**src/rtl/pmem_write_buffer.sv**
```systemverilog
// pmem_write_buffer: posted L2 writeback FIFO that owns the physical memory port and forwards reads from buffered lines.
// Optional build macro PMEM_WB_COALESCE_EN merges a writeback into a matching buffered line instead of allocating.

module pmem_write_buffer #(
    parameter int DEPTH       = 4,
    parameter int LOG_DEPTH   = 2,
    parameter int BLOCK_WIDTH = 256
) (
    input  logic                   clk,
    input  logic                   reset,
    input  logic                   up_read,
    input  logic [15:0]            up_address,
    output logic [BLOCK_WIDTH-1:0] up_rdata,
    output logic                   up_resp,
    input  logic                   up_write,
    input  logic [15:0]            up_waddress,
    input  logic [BLOCK_WIDTH-1:0] up_wdata,
    output logic                   up_wresp,
    output logic                   pmem_read,
    output logic                   pmem_write,
    output logic [15:0]            pmem_address,
    output logic [BLOCK_WIDTH-1:0] pmem_wdata,
    input  logic [BLOCK_WIDTH-1:0] pmem_rdata,
    input  logic                   pmem_resp,
    output logic                   full,
    output logic                   empty
);

    typedef enum logic [1:0] {
        IDLE  = 2'd0,
        FWD   = 2'd1,
        READ  = 2'd2,
        DRAIN = 2'd3
    } state_e;

    state_e                 state_q, state_d;
    logic [DEPTH-1:0]       valid_q, valid_d;
    logic [10:0]            tag_q  [DEPTH];
    logic [BLOCK_WIDTH-1:0] data_q [DEPTH];
    logic [LOG_DEPTH-1:0]   head_q, head_d;
    logic [LOG_DEPTH-1:0]   tail_q, tail_d;
    logic [LOG_DEPTH:0]     count_q, count_d;
    logic [BLOCK_WIDTH-1:0] snap_q;

    logic                   rd_hit_s;
    logic [LOG_DEPTH-1:0]   rd_idx_s;
    logic [LOG_DEPTH-1:0]   rd_scan_s;
    logic                   co_hit_s;
    logic [LOG_DEPTH-1:0]   co_idx_s;
    logic                   push_s;
    logic                   coal_s;
    logic                   pop_s;
    logic                   snap_load_s;
    logic                   unused_s;

    assign unused_s = ^{up_address[4:0], up_waddress[4:0]};

    assign full  = (count_q == (LOG_DEPTH+1)'(DEPTH));
    assign empty = (count_q == {(LOG_DEPTH+1){1'b0}});

    // Read lookup: scan oldest to youngest so the youngest matching entry wins.
    always_comb begin
        rd_hit_s  = 1'b0;
        rd_idx_s  = head_q;
        rd_scan_s = head_q;
        for (int i = 0; i < DEPTH; i++) begin
            rd_scan_s = head_q + LOG_DEPTH'(i);
            rd_hit_s  = rd_hit_s | (valid_q[rd_scan_s] && (tag_q[rd_scan_s] == up_address[15:5]));
            rd_idx_s  = (valid_q[rd_scan_s] && (tag_q[rd_scan_s] == up_address[15:5])) ? rd_scan_s : rd_idx_s;
        end
    end

`ifdef PMEM_WB_COALESCE_EN
    logic [LOG_DEPTH-1:0] co_scan_s;
    logic                 co_match_s;

    // Coalesce lookup: the head line being drained is frozen, so it never absorbs a write.
    always_comb begin
        co_hit_s   = 1'b0;
        co_idx_s   = head_q;
        co_scan_s  = head_q;
        co_match_s = 1'b0;
        for (int i = 0; i < DEPTH; i++) begin
            co_scan_s  = head_q + LOG_DEPTH'(i);
            co_match_s = valid_q[co_scan_s] && (tag_q[co_scan_s] == up_waddress[15:5])
                         && !((state_q == DRAIN) && (co_scan_s == head_q));
            co_hit_s   = co_hit_s | co_match_s;
            co_idx_s   = co_match_s ? co_scan_s : co_idx_s;
        end
    end
`else
    assign co_hit_s = 1'b0;
    assign co_idx_s = {LOG_DEPTH{1'b0}};
`endif

    assign up_wresp = up_write & ~reset & (~full | co_hit_s);
    assign push_s   = up_wresp & ~co_hit_s;
    assign coal_s   = up_wresp & co_hit_s;
    assign pop_s    = (state_q == DRAIN) & pmem_resp;

    // FIFO bookkeeping; push and pop never target the same slot because push is blocked when full.
    always_comb begin
        valid_d = valid_q;
        head_d  = head_q;
        tail_d  = tail_q;
        count_d = count_q + (LOG_DEPTH+1)'(push_s) - (LOG_DEPTH+1)'(pop_s);
        if (pop_s) begin
            valid_d[head_q] = 1'b0;
            head_d          = head_q + LOG_DEPTH'(1);
        end else begin
            head_d = head_q;
        end
        if (push_s) begin
            valid_d[tail_q] = 1'b1;
            tail_d          = tail_q + LOG_DEPTH'(1);
        end else begin
            tail_d = tail_q;
        end
    end

    // Arbitration and physical memory port drive.
    always_comb begin
        state_d      = state_q;
        pmem_read    = 1'b0;
        pmem_write   = 1'b0;
        pmem_address = 16'h0000;
        pmem_wdata   = {BLOCK_WIDTH{1'b0}};
        up_resp      = 1'b0;
        up_rdata     = {BLOCK_WIDTH{1'b0}};
        snap_load_s  = 1'b0;
        case (state_q)
            IDLE: begin
                if (full) begin
                    state_d = DRAIN;
                end else if (up_read && rd_hit_s) begin
                    state_d     = FWD;
                    snap_load_s = 1'b1;
                end else if (up_read) begin
                    state_d = READ;
                end else if (!empty) begin
                    state_d = DRAIN;
                end else begin
                    state_d = IDLE;
                end
            end
            FWD: begin
                up_resp  = 1'b1;
                up_rdata = snap_q;
                state_d  = IDLE;
            end
            READ: begin
                pmem_read    = 1'b1;
                pmem_address = up_address;
                up_resp      = pmem_resp;
                up_rdata     = pmem_rdata;
                state_d      = pmem_resp ? IDLE : READ;
            end
            DRAIN: begin
                pmem_write   = 1'b1;
                pmem_address = {tag_q[head_q], 5'b00000};
                pmem_wdata   = data_q[head_q];
                state_d      = pmem_resp ? IDLE : DRAIN;
            end
            default: begin
                state_d = IDLE;
            end
        endcase
    end

    // State and pointer registers; reset discards every buffered line.
    always_ff @(posedge clk) begin
        if (reset) begin
            state_q <= IDLE;
            valid_q <= {DEPTH{1'b0}};
            head_q  <= {LOG_DEPTH{1'b0}};
            tail_q  <= {LOG_DEPTH{1'b0}};
            count_q <= {(LOG_DEPTH+1){1'b0}};
        end else begin
            state_q <= state_d;
            valid_q <= valid_d;
            head_q  <= head_d;
            tail_q  <= tail_d;
            count_q <= count_d;
        end
    end

    // Line storage; the snapshot is taken before any same-cycle write lands.
    always_ff @(posedge clk) begin
        if (reset) begin
            snap_q <= {BLOCK_WIDTH{1'b0}};
        end else begin
            if (snap_load_s) begin
                snap_q <= data_q[rd_idx_s];
            end
            if (push_s) begin
                tag_q[tail_q]  <= up_waddress[15:5];
                data_q[tail_q] <= up_wdata;
            end else if (coal_s) begin
                data_q[co_idx_s] <= up_wdata;
            end
        end
    end

endmodule

```
**config.mk**
```make
export PLATFORM = sky130hd
export DESIGN_NAME = pmem_write_buffer
export DESIGN_NICKNAME = d
export VERILOG_FILES = /design/src/rtl/pmem_write_buffer.sv
export SDC_FILE = /design/constraint.sdc
export NUM_CORES = 2
export LEC_CHECK = 0
export BUFFER_PORTS_ARGS = -buffer_cell sky130_fd_sc_hd__clkbuf_2
export CORE_AREA = 2 2 417 419
export DETAILED_ROUTE_END_ITERATION = 16
export DIE_AREA = 0 0 419 421
export GPL_ROUTABILITY_DRIVEN = 0
export HOLD_SLACK_MARGIN = 0.02
export PLACE_DENSITY = 0.67
export SYNTH_ARGS = -nofsm -noshare
export SYNTH_HDL_FRONTEND = slang
export SYNTH_SLANG_ARGS = --single-unit
export TNS_END_PERCENT = 20
```
**constraint.sdc**
```tcl
create_clock -name clk -period 20 [get_ports clk]
set_input_delay 0 -clock clk [delete_from_list [all_inputs] [get_ports clk]]
set_output_delay 0 -clock clk [all_outputs]
set_load 0.03 [all_outputs]
```
Yosys cells after proc, flatten, opt, wreduce, memory -nomap -nowiden --
Memory sizes are Yosys's and may differ from the RTL's. A register that Yosys moved wholly into a read port is not among the register bits. Cells that the tools add are included.
Cells by class: bitwise operators 11, magnitude comparators 7, eq/ne operators 8, muxes and demuxes 40, reductions and logical operators 9, add/subtract/negate cells 6
Operator list (count):
- 256-bit one-hot mux with 2 select lines | 1
- 256-bit two-way mux | 1
- 11-bit equality test | 4
- 16-bit one-hot mux with 2 select lines | 1
- 2-bit two-way mux | 13
- 2-bit by 3-bit less-than comparator with 1-bit output (second input constant) | 5
- 1-bit two-way mux | 14
- 1-bit binary-select mux with 2-bit select | 4
- 4-bit two-way mux | 2
- 2-bit one-hot mux with 4 select lines | 1
- 1-bit logical AND | 7
- 2-bit by 1-bit adder with 2-bit output (second input constant) | 2
- 2-bit adder (second input constant) | 2
- 4-bit AND | 1
- 1-bit demux with 2-bit select | 2
- 2-bit equality test (second input constant) | 2
- 2-bit by 1-bit greater-or-equal comparator with 1-bit output (second input constant) | 2
- 4-bit NOT | 1
- 4-bit bitwise OR | 1
- 3-bit by 1-bit adder with 3-bit output | 1
- 1-bit AND | 3
- 3-bit equality test (second input constant) | 1
- 3-bit zero test | 1
- 1-bit bitwise OR | 3
- 5 further kinds | 6
Storage, ports and cells: word-level logic and storage cells 88, memories kept 2, bits in writable memories 1068, bits in registers 13, input bits 549, output and inout port bits 534
Memories:
- data_q | words 4, bits a word 256, rd ports 2, clocked after memory_dff 2, wr ports 1, RTL line 39 | logic [BLOCK_WIDTH-1:0] data_q [DEPTH];
- tag_q | words 4, bits a word 11, rd ports 4, clocked after memory_dff 1, wr ports 1, RTL line 38 | logic [10:0] tag_q [DEPTH];

Longest topological paths before layout --
depth in word-level cells 11, mapped depth 17, mapped depth without buffers 10

Least setup slack after synthesis --
Ideal clock, no wire load.
path kind register to register, from reg count_q[1], to mem data_q[0][0], enable pin, required time 19337 ps, arrival time 7362 ps, setup slack 11976 ps, period minus slack after synthesis 8024 ps, library setup time 663 ps, buffers on the path 0, cell stages (with the launch flop) 6, cells stage by stage dfxtp_1 > nor2_1 > nand2_1 > nand2_1 > nor2_1 > and2_1
Between the ends: word-level cells in the longest chain between the ends 6
RTL lines:
- start, declared | RTL line 42 | logic [LOG_DEPTH:0] count_q, count_d;
- start signal, assigned | RTL line 177 | count_q <= {(LOG_DEPTH+1){1'b0}};
- start signal, assigned | RTL line 183 | count_q <= count_d;
- 3-bit equality test | RTL line 58 | assign full = (count_q == (LOG_DEPTH+1)'(DEPTH));
- 1-bit NOT | RTL line 96 | assign up_wresp = up_write & ~reset & (~full | co_hit_s);
- 1-bit AND | RTL line 96
- via up_wresp | RTL line 18 | output logic up_wresp,
- 1-bit two-way mux | RTL line 195 | if (push_s) begin
- 1-bit two-way mux | RTL line 189 | if (reset) begin
- 1-bit two-way mux (not written as such) | RTL line 197 | data_q[tail_q] <= up_wdata;
- end, declared | RTL line 39
The timed path passes the listed nets, and every way through them passes these cells.

Worst setup path after layout --
from reg head_q[0], to reg snap_q[127] (read register of data_q)
Between the ends: elaborated cells between the ends (all ways) 29, those cells by class add/sub: 3; eq/ne: 3; mux: 14; bitwise: 3; reduce/logical: 5; memory: 1
RTL lines:
- start, declared | RTL line 40 | logic [LOG_DEPTH-1:0] head_q, head_d;
- start signal, assigned | RTL line 175 | head_q <= {LOG_DEPTH{1'b0}};
- 2-bit adder (*) | RTL line 67 | rd_scan_s = head_q + LOG_DEPTH'(i);
- via rd_scan_s[0] | RTL line 47 | logic [LOG_DEPTH-1:0] rd_scan_s;
- memory read 4 x 11 bit or 1-bit binary-select mux with 2-bit select (tied branches)
- 11-bit equality test or 1-bit two-way mux (tied branches) | RTL line 68, 69
- 1-bit logical AND | RTL line 68, 69
- 1-bit bitwise OR | RTL line 68 | rd_hit_s = rd_hit_s | (valid_q[rd_scan_s] && (tag_q[rd_scan_s] == up_address[15:5]));
- 1-bit logical AND | RTL line 135 | end else if (up_read && rd_hit_s) begin
- 1-bit two-way mux | RTL line 135
- 1-bit two-way mux | RTL line 133 | if (full) begin
- 1-bit two-way mux | RTL line 131 | case (state_q)
- end, declared | RTL line 43 | logic [BLOCK_WIDTH-1:0] snap_q;
The timed path passes the listed nets; every way through them passes the cells marked *. The select of a mux whose other input is x is not followed. A chain may end at the register's enable or synchronous reset.

==> impl_metrics.json <==
{
  "rr_endpoint": "snap_q[127]",
  "synthAdderAreaFrac_pct": 0.302,
  "routed_via_density": 5.79,
  "drc_errors": 0,
  "synth-compound-area-share_pct": 11.2,
  "syn_area_per_cell_um2": 13.8,
  "overflow": 0,
  "ys_types": 64,
  "whs_path_depth": 2,
  "rsz0062_at_grt": "no",
  "routed_wl_um": 223000,
  "placed_area_um2": 71300,
  "skew_ns": 0.0358,
  "relSlewSlack_pct": 4.96,
  "ctsResizeCount": 0,
  "insertion_delay_ns": 0.80,
  "clock_sinks": 1339,
  "grt_pass1_wl_um": 323000,
  "fin_util_pct": 47.3,
  "arrival_ns": 7.81,
  "crit_required_ns": 20.63,
  "cts-root-buf": "clkbuf_16",
  "async_flop_share_pct": 0,
  "nets": 6570,
  "synth_cells": 4670,
  "reg2reg_from": "head_q[0]",
  "synth_top_family_by_area": "multiplexers",
  "synth_xor_area_share_pct": 0.744,
  "worst-path-max-fanout": 74,
  "detailed_place_hpwl_um": 135000,
  "coreArea_um2": 172000,
  "ys_seq_area_share_pct": 58.0,
  "min_to": "data_q[2][84]",
  "hold_violations": 0,
  "r2r_cells": 14,
  "powerDensity_nw_per_um2": 86.6,
  "yosys.area_share.simple_pct": 10.3,
  "clockBufferDepth": 3,
  "grt_pass1_vias": 48500,
  "layout_commonest_cell": "clkbuf_2",
  "tritoncts": "built",
  "ant_nets": 0,
  "drv_cap": 0,
  "crit_path_start_kind": "flop",
  "worstSetupEndpointType": "flop",
  "path_clk_slew_ns": 0.06,
  "wl_per_cell_um": 26.3,
  "syn2layout_area_growth_pct": 26.3,
  "cts-buffers-inserted": 147,
  "setup_viol": 0,
  "crit_type": "reg -> reg",
  "start_util_pct": 37.5,
  "htreeDepth": 4,
  "antenna_found_initial": 40,
  "die_y_um": 421,
  "yosysWarnings": 0,
  "die_width_um": 419,
  "peakVddDrop_v": 0.0000906,
  "io_pins": 1083,
  "status": "finished clean",
  "hold_path.class": "in -> reg",
  "mostFrequentLayoutCells": "clkbuf_2 (1,077), edfxtp_1 (1,068), dlygate4sd3_1 (524)",
  "syn_nets": 5234,
  "slew_viol_final": 0,
  "dr_total_vias": 49100,
  "synth_seq_cells": 1339,
  "min_period_ns": 7.18,
  "grt_usage_pct": 24.4,
  "worst_pin_slew_ns": 1.43,
  "final_cell_area_um2": 81600,
  "period_share_pct": 35.9,
  "syn_area_um2": 64600,
  "synthMuxAreaShare_pct": 14.2,
  "fin_tns_setup_ns": 0,
  "synth_edf_count": 1068,
  "worstHoldStart": "up_wdata[84]",
  "p_leak_uw": 0.0281,
  "portBuffers": 1077,
  "layout-drive-gt1-share_pct": 27.7,
  "r2r_slack_ns": 12.82,
  "rows": 153,
  "dr.first_iter.drc_count": 4961,
  "synth_flop_cell": "edfxtp_1",
  "die-area_um2": 176000,
  "grt_max_degree": 153,
  "fmax_mhz": 139,
  "firstDrtPassIters": 5
}
-- sequential cells by signal, summed over array words and instances, names as in the netlist, named ones only --
name and count:
count_q 3, data_q 1024, head_q 2, snap_q 256
state_q 2, tag_q 44, tail_q 2, valid_q 4
-- synthesized netlist by cell type, drive strengths merged (4+ instances only) --
cell type     n  area (um2)
xor2          5        43.8
o21ai        11        58.8
inv         269        1010
a2111o      256        2880
mux2i       294        2940
a21oi         8        43.8
a22o         12         105
edfxtp     1068       32100
and2        269        1680
nand2        12        45.0
or3           8        55.1
a22oi       257        1930
nor3         11        66.3
nand3       259        1300
clkbuf      229         871
ha           14         175
dfxtp       271        5430
xnor2        49         437
a31o          4        35.0
nor2b       260        1630
mux4        275        6190
nor4        261        1700
buf         255        1510
o211ai      258        2000
nor2         16        62.6
-- routing by layer --
| metal | track usage (%) | routed length [um] |
|---|---|---|
| met1 | 30.8 | 86300 |
| met2 | 39.8 | 108000 |
| met3 | 4.91 | 17300 |
| met4 | 12.5 | 11200 |
| met5 | 0 | 145 |
-- area by class of cell --
type                       instances  area [um2]
timing repair buffer            1671       11300
tap                             2325        2910
clock buffer                     206        4220
clock inverter                    66         766
fill                           15100       90900
sequential                      1339       37500
antenna                           32        80.1
inverter                         270        1020
multi-input combinational       2577       23900
-- worst max-delay path by stage --
stage	endpoint	start	cells after the start
6_report	snap_q[127]	head_q[0]	14
5_1_grt	snap_q[127]	head_q[0]	14
4_1_cts	snap_q[127]	head_q[0]	14
3_5_place_dp	snap_q[108]	head_q[0]	14
3_3_place_gp	snap_q[108]	head_q[0]	14
2_1_floorplan	data_q[0][0]	count_q[1]	5
-- where the power goes --
part | switching, uW | internal, uW
clock network | 1150 | 1650
registers | 46.3 | 3120
logic | 672 | 423
-- repair_timing --
action,4_1_cts,5_1_grt
hold endpoints to repair,1083,0
buffers inserted,0,0
hold buffers,524,0
-- cell families after synthesis --
kind of cell / count (synthesis)
flops: 1339
simple gates: 1110
compound gates: 828
buf+inv: 754
mux: 570
xor+xnor: 54
fa+ha+maj: 15
-- worst max-delay path: stages (launching register included) --
cell and delay [ns]:
dfxtp_2 0.31, buf_4 0.60, inv_2 0.26, ha_1 0.97, mux4_2 0.42, xor2_1 0.15
a2111o_1 0.45, or3_4 0.41, o2111a_1 0.17, a21oi_4 0.12, buf_4 0.66, buf_4 0.95
buf_4 0.96, mux2i_1 0.31, o211ai_1 0.11
-- stage by stage --
step                hold slack, ns  std cells  worst slack [ns]  power [uW]
floorplan                   0.0989       4670             11.98        3920
global placement             0.212       7658             12.94        4200
detailed placement           0.219       7658             12.85        4230
CTS                         0.0222       8454             12.82        7110
global route                0.0581       8479             12.43        7300
finish                      0.0967       8486             12.82        7070
(Power assumes the default switching activity.)
